$ cat config.mk
export PLATFORM = sky130hd
export DESIGN_NAME = gba_video_timing
export DESIGN_NICKNAME = d
export VERILOG_FILES = /design/src/rtl/gba_video_timing.sv
export SDC_FILE = /design/constraint.sdc
export NUM_CORES = 1
export LEC_CHECK = 0
export ABC_AREA = 1
export CAP_MARGIN = 20
export CORE_UTILIZATION = 25
export CTS_CLUSTER_SIZE = 10
export DETAILED_ROUTE_END_ITERATION = 6
export GPL_TIMING_DRIVEN = 0
export SYNTH_ARGS = -nofsm -noshare
export SYNTH_HDL_FRONTEND = slang
export SYNTH_SLANG_ARGS = --single-unit
$ cat constraint.sdc
create_clock -name clk -period 2.4 [get_ports clk]
set_input_delay 0.24 -clock clk [delete_from_list [all_inputs] [get_ports clk]]
set_output_delay 0.24 -clock clk [all_outputs]
set_load 0.1 [all_outputs]
$ cat src/rtl/gba_video_timing.sv
// GBA-style LCD timing generator: dot divider, h/v counters, blanking/sync flags,
// LYC compare and single-cycle interrupt request pulses on flag rising edges.
module gba_video_timing #(
  parameter int H_ACTIVE = 240,
  parameter int H_TOTAL  = 308,
  parameter int V_ACTIVE = 160,
  parameter int V_TOTAL  = 228,
  parameter int CLK_DIV  = 4,
  parameter int HS_START = 280,
  parameter int HS_END   = 290,
  parameter int VS_START = 160,
  parameter int VS_END   = 166,
  parameter int FW       = 16
) (
  input  logic                       clk,
  input  logic                       rst_b,
  input  logic                       enable,
  input  logic [$clog2(V_TOTAL)-1:0] lyc,
  input  logic [2:0]                 irq_en,
  output logic [$clog2(H_TOTAL)-1:0] hcount,
  output logic [$clog2(V_TOTAL)-1:0] vcount,
  output logic                       hblank,
  output logic                       vblank,
  output logic                       hsync,
  output logic                       vsync,
  output logic                       vcount_match,
  output logic                       vblank_irq,
  output logic                       hblank_irq,
  output logic                       vcount_irq,
  output logic                       dot_tick,
  output logic [FW-1:0]              frame_count
);

  localparam int HW = $clog2(H_TOTAL);
  localparam int VW = $clog2(V_TOTAL);
  localparam int DW = (CLK_DIV > 1) ? $clog2(CLK_DIV) : 1;

  localparam logic [DW-1:0] DIV_LAST = DW'(CLK_DIV - 1);
  localparam logic [HW-1:0] H_LAST   = HW'(H_TOTAL - 1);
  localparam logic [VW-1:0] V_LAST   = VW'(V_TOTAL - 1);

  logic [DW-1:0] div_r;
  logic [DW-1:0] div_nxt_s;
  logic [HW-1:0] h_nxt_s;
  logic [VW-1:0] v_nxt_s;
  logic [FW-1:0] frame_nxt_s;
  logic          hblank_nxt_s;
  logic          vblank_nxt_s;
  logic          hsync_nxt_s;
  logic          vsync_nxt_s;
  logic          match_nxt_s;

  assign dot_tick = enable && (div_r == DIV_LAST);

  // Next-state counters; with enable low every next value equals the current one
  always_comb begin
    div_nxt_s   = div_r;
    h_nxt_s     = hcount;
    v_nxt_s     = vcount;
    frame_nxt_s = frame_count;
    if (enable) begin
      if (div_r == DIV_LAST) begin
        div_nxt_s = {DW{1'b0}};
      end else begin
        div_nxt_s = div_r + DW'(1);
      end
    end else begin
      div_nxt_s = div_r;
    end
    if (dot_tick) begin
      if (hcount == H_LAST) begin
        h_nxt_s = {HW{1'b0}};
        if (vcount == V_LAST) begin
          v_nxt_s     = {VW{1'b0}};
          frame_nxt_s = frame_count + FW'(1);
        end else begin
          v_nxt_s = vcount + VW'(1);
        end
      end else begin
        h_nxt_s = hcount + HW'(1);
      end
    end else begin
      h_nxt_s = hcount;
    end
  end

  // Flags decoded from the next counts so the registered flag tracks the registered count
  always_comb begin
    hblank_nxt_s = (int'(h_nxt_s) >= H_ACTIVE);
    vblank_nxt_s = (int'(v_nxt_s) >= V_ACTIVE);
    hsync_nxt_s  = (int'(h_nxt_s) >= HS_START) && (int'(h_nxt_s) < HS_END);
    vsync_nxt_s  = (int'(v_nxt_s) >= VS_START) && (int'(v_nxt_s) < VS_END);
    match_nxt_s  = (v_nxt_s == lyc);
  end

  // State registers; irq pulses fire on the edge where the flag goes 0->1
  always_ff @(posedge clk or negedge rst_b) begin
    if (!rst_b) begin
      div_r        <= {DW{1'b0}};
      hcount       <= {HW{1'b0}};
      vcount       <= {VW{1'b0}};
      frame_count  <= {FW{1'b0}};
      hblank       <= 1'b0;
      vblank       <= 1'b0;
      hsync        <= 1'b0;
      vsync        <= 1'b0;
      vcount_match <= 1'b0;
      hblank_irq   <= 1'b0;
      vblank_irq   <= 1'b0;
      vcount_irq   <= 1'b0;
    end else begin
      div_r        <= div_nxt_s;
      hcount       <= h_nxt_s;
      vcount       <= v_nxt_s;
      frame_count  <= frame_nxt_s;
      hblank       <= hblank_nxt_s;
      vblank       <= vblank_nxt_s;
      hsync        <= hsync_nxt_s;
      vsync        <= vsync_nxt_s;
      vcount_match <= match_nxt_s;
      hblank_irq   <= irq_en[1] & hblank_nxt_s & ~hblank;
      vblank_irq   <= irq_en[0] & vblank_nxt_s & ~vblank;
      vcount_irq   <= irq_en[2] & match_nxt_s & ~vcount_match;
    end
  end

endmodule

==> results of run 1 <==
-- cell type report --
cell class              instances  share of cell area, %
clock buffers                   6                  2.542
clock inverters                 1                 0.1541
inverters                      53                  6.125
plain buffers                   1                 0.2311
flip-flops and latches         43                  33.28
repair buffers                 57                  17.99
well taps                     129                  4.969
multi-input cells             214                  34.71
-- repair_timing --
item	CTS	global route
hold buffers	1	0
gates resized for setup	3	0
endpoints found under the setup margin	1	0
buffers inserted	0	0
hold endpoints to repair	20	0
-- where the power goes --
group / switching [mW] / internal, mW / total [mW]
sequential: 0.110 / 0.816 / 0.926
combinational: 0.888 / 0.297 / 1.18
clock: 0.242 / 0.226 / 0.468
-- cell families (layout without fill, tap and decap cells) --
kind of cell / Yosys count / in the layout / synth area share [%]
fa+ha+maj: 4 / 4 / 2.077
flops: 43 / 43 / 44.65
compound gates: 14 / 14 / 3.167
simple gates: 178 / 178 / 34.89
mux: 1 / 1 / 0.4673
buf+inv: 54 / 118 / 8.567
xor+xnor: 17 / 17 / 6.178
-- how the worst max path moves through the flow --
stage | end | startpoint | cells past startpoint
6_report | hcount[3] | hcount[3] | 1
5_1_grt | vcount_irq | hcount[0] | 13
4_1_cts | hcount[3] | hcount[3] | 1
3_5_place_dp | dot_tick | enable | 5
3_3_place_gp | vcount[1] | rst_b | 1
2_1_floorplan | frame_count[11] | hcount[5] | 10
-- metrics by stage --
step / hold WS (ns) / power, mW
3_5_place_dp: 0.2698 / 2.126
5_1_grt: 0.4683 / 2.743
4_1_cts: 0.4328 / 2.614
2_1_floorplan: -0.05559 / 1.825
3_3_place_gp: 0.4055 / 2.108
6_report: 0.4293 / 2.578
-- metal layers --
layer	share of wire, %	track usage, %	routed length, um	vias to the layer above
met5	0	0	0	-
met4	1.2	4.236	64	0
met3	4.6	2.786	255	7
met2	47	19.44	2578	44
met1	47	16.16	2613	983
li1	-	-	-	1092
-- registers in the layout, summed over array words and instances, names as in the netlist --
signal	cells
vblank	1
vcount_match	1
hsync	1
vblank_irq	1
hcount	9
hblank_irq	1
vsync	1
vcount_irq	1
frame_count	16
hblank	1
div_r	2
vcount	8
-- placed cells by master, fill, tap and decap left out, drive strengths merged --
cell / n
a31o: 1
nor4: 2
dlygate4sd3: 1
a21oi: 5
nand3: 24
mux2: 1
dfrtp: 43
clkinv: 1
nor3: 9
o211ai: 1
xnor2: 6
nand2: 90
clkdlybuf4s15: 1
clkdlybuf4s50: 53
nor2: 42
buf: 3
inv: 53
nand4: 6
o21ai: 7
nand3b: 5
xor2: 11
ha: 4
clkbuf: 6
==> impl_metrics.yaml, run 1 <==
clock_tree:
  cts_buffers: 5
  path_clk_slew_ns: 0.08
  cts_tree: "yes"
  clkLatencyLatePin_ns: 0.29
  clock_tree.root_cell: "clkbuf_8"
  h-tree-depth: 2
  cts_max_path_buffers: 2
  clock-sinks: 43
hold_path:
  whs_endpoint: "vblank_irq"
  hold_start: "vblank"
  min_path_cells: 1
  min-delay-path-class: "register to register"
synth:
  synth_cell_types: 28
  synth.area.top_cells: "dfrtp_1 (45%), nand2_1 (13%), inv_1 (7.8%)"
  async_flop_share_pct: 100.0
  ys_seq_elements: 43
  yosysMostFrequentCell: "nand2_1"
  synth_enable_flop_cells: 0
  netlist_top_cells_count: "nand2_1 (85), inv_1 (50), dfrtp_1 (43)"
  yosys_warnings: 0
  yosysTopAreaCell: "dfrtp_1"
  yosysTopAreaCellShare_pct: 44.65
  syn_area_sq_mm: 0.002410
  synthesis.instances: 311
  ys_seq_area_share_pct: 44.65
  syn_area_per_cell_sq_um: 7.749
  synth.net_count: 329
  ys.flop_type: "dfrtp_1"
final_layout:
  area_delta_synth_final_pct: 34.79
  postLayoutCoreUtil_pct: 34.99
  multiInputGateArea_sq_mm: 0.001127
  drive_gt1_share_pct: 10.67
  diodes: 0
  final_cells: 504
  final_nets: 393
  fillers: 991
  fin_area_sq_mm: 0.003248
  regArea_sq_mm: 0.001081
drt:
  drc: 0
  dr.pass1.iters: 4
  viasPerCell: 4.218
  detail_route.iter0.violations: 65
  ant_nets: 0
  routed_wirelength_mm: 5.511
  vias: 2126
  wire_per_inst_um: 10.93
sta:
  fin_ws_ns: 0.1525
  rsz0062_at_grt: "no"
  setup_viol: 0
  maxSlewHeadroom_pct: 32.81
  max_freq_mhz: 444.9
  tightestPinTransition_ns: 1.005
  setup-tns-final_ns: 0
  post-route-min-period_ns: 2.247
  hold_viol: 0
  final_max_slew_viol_count: 0
  skew_ns: 0.009074
  finalCritPeriodShare_pct: 93.65
setup_path:
  path_max_fanout: 8
  worst-path-buf-inv: 1
  r2r_end: "vcount_irq"
  rrSetupSlack_ns: 0.35
  crit_family: "buffers and inverters"
  cp-end-kind: "primary output"
  cp_slowest_stage_delay_ns: 1.20
  reg2reg_depth: 13
  cp-start-kind: "register"
  rr_startpoint: "hcount[0]"
  crit_path_cell_trace: "clkdlybuf4s50_1"
  worst-setup-path-type: "register to primary output"
  crit_arrival_ns: 2.01
  worstPathRequired_ns: 2.16
  critPathSlowestCell: "clkdlybuf4s50_1"
outcome:
  status: "completed"
global_routing:
  grtUsageTotal_pct: 12.16
  antenna_found_initial: 0
  grt_pass1_wl_mm: 9.597
  grt_pass1_vias: 2082
  grt_max_degree: 24
  overflow: 0
floorplanning:
  die_h_um: 100.2
  start_util_pct: 25.96
  pin_count: 56
  rows: 35
  die_x_um: 100.2
  core_area_sq_mm: 0.009284
  dieArea_sq_mm: 0.01004
power:
  p_leak_nw: 1.593
  ir_worst_vdd_mv: 0.6859
  power_density_mw_per_mm2: 793.7
placed_design:
  post-place-ws_ns: -0.3006
  dpl_cell_area_sq_mm: 0.003149
  placed_cells: 496
  hpwl_mm: 4.323
  gp_congestion: 0.8363
  numPortBuffers: 55
flow_run:
  maxCapViolCount: 0
No activity file was read; power rests on OpenSTA's default activity.
==> run 2, diff against run 1 <==
--- a/config.mk
+++ b/config.mk
@@ -7,6 +7,7 @@
 export LEC_CHECK = 0
 export ABC_AREA = 1
 export CAP_MARGIN = 20
+export CORE_MARGIN = 3
 export CORE_UTILIZATION = 25
 export CTS_CLUSTER_SIZE = 10
 export DETAILED_ROUTE_END_ITERATION = 6
==> run 2 against run 1 <==
Sequential share of layout area is 0.23 points lower. Combinational power hardly changed. Die area is 8.1% higher. Routed wire length is 1.7% higher. Cell area is 0.69% higher. First-iteration DRC count is 40% higher. Largest cell class unchanged. Setup slack worse by 0.0043 ns. Highest routed layer unchanged. Worst hold slack worse by 0.070 ns. Critical path type unchanged. Final cell count is 0.20% higher. Register-to-register slack hardly changed. Sequential power hardly changed. Clock power is 27% higher.
==> impl_metrics.yaml, run 2 (same netlist as run 1, synthesis figures left out) <==
floorplanning:
  rows: 35
  core_area_sq_mm: 0.009284
  die_x_um: 104.2
  pin_count: 56
  start_util_pct: 25.96
  die_h_um: 104.2
  dieArea_sq_mm: 0.01085
setup_path:
  worst-setup-path-type: "register to primary output"
  crit_path_cell_trace: "clkdlybuf4s50_1"
  cp_slowest_stage_delay_ns: 1.20
  crit_arrival_ns: 2.01
  cp-end-kind: "primary output"
  cp-start-kind: "register"
  worstPathRequired_ns: 2.16
  critPathSlowestCell: "clkdlybuf4s50_1"
  path_max_fanout: 8
  crit_family: "buffers and inverters"
  worst-path-buf-inv: 1
final_layout:
  area_delta_synth_final_pct: 35.72
  regMostFlops: "frame_count"
  layout_common_cells: "nand2_1 (85), clkdlybuf4s50_1 (53), inv_1 (50)"
  drive_gt1_share_pct: 10.90
  layout_commonest_cell: "nand2_1"
  diodes: 0
  biggestRegsByFlops: "frame_count (16), hcount (9), vcount (8)"
  final_cells: 505
  final_nets: 393
  postLayoutCoreUtil_pct: 35.23
  fin_area_sq_mm: 0.003271
  largest_reg_flops: 16
drt:
  ant_nets: 0
  dr.pass1.iters: 4
  wire_per_inst_um: 11.10
  routed_wirelength_mm: 5.607
  viasPerCell: 4.216
  detail_route.iter0.violations: 91
  vias: 2129
  drc: 0
power:
  ir_worst_vdd_mv: 0.6601
  p_leak_nw: 1.603
  power_density_mw_per_mm2: 826.2
  total_power_mw: 2.702
placed_design:
  numPortBuffers: 55
  gp_congestion: 0.8170
  placed_cells: 496
  dpl_cell_area_sq_mm: 0.003142
  post-place-ws_ns: -0.3004
  hpwl_mm: 4.447
global_routing:
  grt_pass1_vias: 2137
  antenna_found_initial: 0
  grtUsageTotal_pct: 10.96
  grt_max_degree: 32
  overflow: 0
  grt_pass1_wl_mm: 9.832
clock_tree:
  clock-sinks: 43
  cts_tree: "yes"
  clkLatencyLatePin_ns: 0.30
  h-tree-depth: 2
  path_clk_slew_ns: 0.09
  clock_tree.root_cell: "clkbuf_8"
  cts_max_path_buffers: 2
  cts_buffers: 5
sta:
  fin_ws_ns: 0.1482
  setup_viol: 0
  post-route-min-period_ns: 2.252
  finalCritPeriodShare_pct: 93.83
  hold_viol: 0
  max_freq_mhz: 444.1
  final_max_slew_viol_count: 0
  tightestPinTransition_ns: 1.005
  hold_ws_ns: 0.3595
  setup-tns-final_ns: 0
  maxSlewHeadroom_pct: 32.81
  rsz0062_at_grt: "no"
  skew_ns: 0.006152
flow_run:
  maxCapViolCount: 0
outcome:
  status: "completed"
hold_path:
  min-delay-path-class: "input port to asynchronous set/reset pin"
[run 2: changes by cell type in the layout (fill, tap and decap cells not counted)]
cell and change:
buf_12 +1, bufinv_16 +1, buf_16 -1
[run 2: worst paths after layout]
check,from,end,slack (ns),cells after the start
max,hcount[3],hcount[3],0.15,1
min,rst_b,frame_count[3],0.36,2
max reg2reg,hcount[0],vcount_irq,0.35,13
min reg2reg,vblank,vblank_irq,0.43,1
max in group asynchronous,rst_b,hcount[1],1.56,3
min in group clk,vblank,vblank_irq,0.43,1
[run 2: power by group]
part           leakage (nW)  switching [mW]  total [mW]  internal [mW]
registers             0.520           0.110       0.926          0.816
logic                  1.02           0.887        1.18          0.294
clock network        0.0612           0.258       0.595          0.337
[run 2: metal layers]
| layer | up-vias | track usage, % | routed length, um |
|---|---|---|---|
| li1 | 1092 | - | - |
| met1 | 988 | 13.94 | 2588 |
| met2 | 42 | 18.66 | 2748 |
| met3 | 7 | 2.421 | 216 |
| met4 | 0 | 3.134 | 54 |
| met5 | - | 0 | 0 |
[run 2: what timing repair did]
item | 4_1_cts | 5_1_grt
setup buffers | 0 | 0
hold buffers | 1 | 0
hold endpoints to repair | 12 | 0
gates resized for setup | 3 | 0
setup endpoints to repair | 1 | 0
[run 2: final cells by class]
cell class	count	area [sq um]
Clock buffer	6	82.58
Multi-Input combinational cell	214	1127
Timing Repair Buffer	57	576.8
Tap cell	129	161.4
Fill cell	997	6013
Sequential cell	43	1081
Buffer	1	7.507
Clock inverter	2	35.03
Inverter	53	198.9
==> run 3, diff against run 2 <==
--- a/config.mk
+++ b/config.mk
@@ -11,7 +11,7 @@
 export CORE_UTILIZATION = 25
 export CTS_CLUSTER_SIZE = 10
 export DETAILED_ROUTE_END_ITERATION = 6
-export GPL_TIMING_DRIVEN = 0
+export REMOVE_ABC_BUFFERS = 1
 export SYNTH_ARGS = -nofsm -noshare
 export SYNTH_HDL_FRONTEND = slang
 export SYNTH_SLANG_ARGS = --single-unit
==> run 3 against run 2 <==
Clock power shrank 22%. Combinational power is essentially flat. Total power shrank 5.1%. Largest power group unchanged. Critical endpoint is now vcount_irq. Die area is the same. Flip-flop and latch count is the same.
==> impl_metrics.yaml, run 3 (same netlist as run 1, synthesis figures left out) <==
outcome:
  status: "completed"
placed_design:
  numPortBuffers: 55
  post-place-ws_ns: 0.2442
  gp_congestion: 0.8196
  hpwl_mm: 4.522
floorplanning:
  dieArea_sq_mm: 0.01085
  start_util_pct: 25.96
  pin_count: 56
  core_area_sq_mm: 0.009284
  die_h_um: 104.2
  die_x_um: 104.2
  rows: 35
drt:
  drc: 0
  dr.pass1.iters: 4
  detail_route.iter0.violations: 58
  wire_per_inst_um: 11.39
  vias: 2134
  ant_nets: 0
  viasPerCell: 4.243
  routed_wirelength_mm: 5.728
sta:
  hold_viol: 0
  finalCritPeriodShare_pct: 84.95
  setup-tns-final_ns: 0
  maxSlewHeadroom_pct: 62.65
  max_freq_mhz: 490.5
  setup_viol: 0
  final_max_slew_viol_count: 0
  fin_ws_ns: 0.3611
  tightestPinTransition_ns: 0.5603
  skew_ns: 0.002334
  rsz0062_at_grt: "no"
  post-route-min-period_ns: 2.039
final_layout:
  final_nets: 392
  layout_commonest_cell: "nand2_1"
  regMostFlops: "frame_count"
  layout_common_cells: "nand2_1 (85), inv_1 (50), buf_4 (43)"
  fillers: 1012
  drive_gt1_share_pct: 20.86
  biggestRegsByFlops: "frame_count (16), hcount (9), vcount (8)"
  regArea_sq_mm: 0.001077
  multiInputGateArea_sq_mm: 0.001127
  area_delta_synth_final_pct: 29.49
  largest_reg_flops: 16
  diodes: 0
flow_run:
  maxCapViolCount: 0
clock_tree:
  h-tree-depth: 2
  clock-sinks: 43
  clock_tree.root_cell: "clkbuf_8"
  path_clk_slew_ns: 0.08
  cts_tree: "yes"
  cts_buffers: 5
  cts_max_path_buffers: 2
  clkLatencyLatePin_ns: 0.28
  ctsHoldBuffers: 0
  cts_setup_buffers: 0
setup_path:
  cp-start-kind: "register"
  reg2reg_depth: 15
  worstPathRequired_ns: 2.62
  cp-end-kind: "register"
  crit_arrival_ns: 2.26
  worst-setup-path-type: "register to register"
  path_max_fanout: 5
  rrSetupSlack_ns: 0.36
global_routing:
  grt_max_degree: 44
  grt_pass1_vias: 2089
  grt_pass1_wl_mm: 9.680
  overflow: 0
  antenna_found_initial: 0
  grtUsageTotal_pct: 10.73
hold_path:
  min-delay-path-class: "input port to asynchronous set/reset pin"
power:
  ir_worst_vdd_mv: 0.9916
  total_power_mw: 2.564
  p_leak_nw: 1.638
  power_density_mw_per_mm2: 821.7
run 3: changes by cell type in the layout (fill, tap and decap cells not counted), sizes merged:
| cell | previous run | this run |
|---|---|---|
| bufinv | 1 | 0 |
| dlygate4sd3 | 1 | 0 |
| clkdlybuf4s15 | 1 | 0 |
| clkdlybuf4s50 | 53 | 12 |
| buf | 3 | 45 |
run 3: layer usage:
| metal | wire length, um | vias up | part of all wire, % | track usage, % |
|---|---|---|---|---|
| li1 | - | 1095 | - | - |
| met3 | 284 | 4 | 5.0 | 2.793 |
| met4 | 40 | 0 | 0.70 | 3.419 |
| met1 | 2685 | 985 | 47 | 14.09 |
| met2 | 2717 | 50 | 47 | 17.27 |
| met5 | 0 | - | 0 | 0 |
run 3: final cells by class:
type                    instances  area share (%)
clock buffers                   6           2.646
clock inverters                 1          0.1604
inverters                      53           6.375
multi-input cells             214           36.13
flip-flops and latches         43           34.52
well taps                     129           5.172
repair buffers                 57           15.00
run 3: where the power goes:
part | internal (mW) | switching, mW
Clock | 0.226 | 0.240
Sequential | 0.814 | 0.121
Combinational | 0.278 | 0.885
run 3: final timing paths:
check | to | from
worst max-delay path | vcount_irq | hcount[0]
worst min-delay path | frame_count[8] | rst_b
worst max register to register | vcount_irq | hcount[0]
worst min register to register | vblank_irq | vblank
max in group asynchronous | hcount[0] | rst_b
min in group clk | vblank_irq | vblank
run 3: metrics by stage:
stage | instance area (sq um) | hold WS [ns] | cells | utilization [%]
floorplan | 2402 | -0.05559 | 310 | -
global placement | 3032 | 0.3564 | 496 | 32.66
detailed placement | 3032 | 0.3563 | 496 | 32.66
CTS | 3119 | 0.03501 | 503 | 33.60
global route | 3120 | 0.07246 | 503 | 33.61
finish | 3120 | 0.01971 | 503 | 33.61
run 3: worst max-delay path, stage by stage (launching register included):
cell and delay, ns:
dfrtp_2 0.43, ha_1 0.19, nand2_1 0.08, inv_1 0.08, nand2_1 0.06, nor2_2 0.23
nand2_1 0.19, nand2_1 0.12, nand2_1 0.09, nand2_1 0.07, nand2_1 0.04, inv_1 0.04
nand2_1 0.06, nor2_1 0.10, nand3_1 0.10, nor2_1 0.09
run 3: what timing repair did:
item / CTS / global route
gates resized for setup: 0 / 1
endpoints found under the hold margin: 0 / 0
setup endpoints to repair: 0 / 1
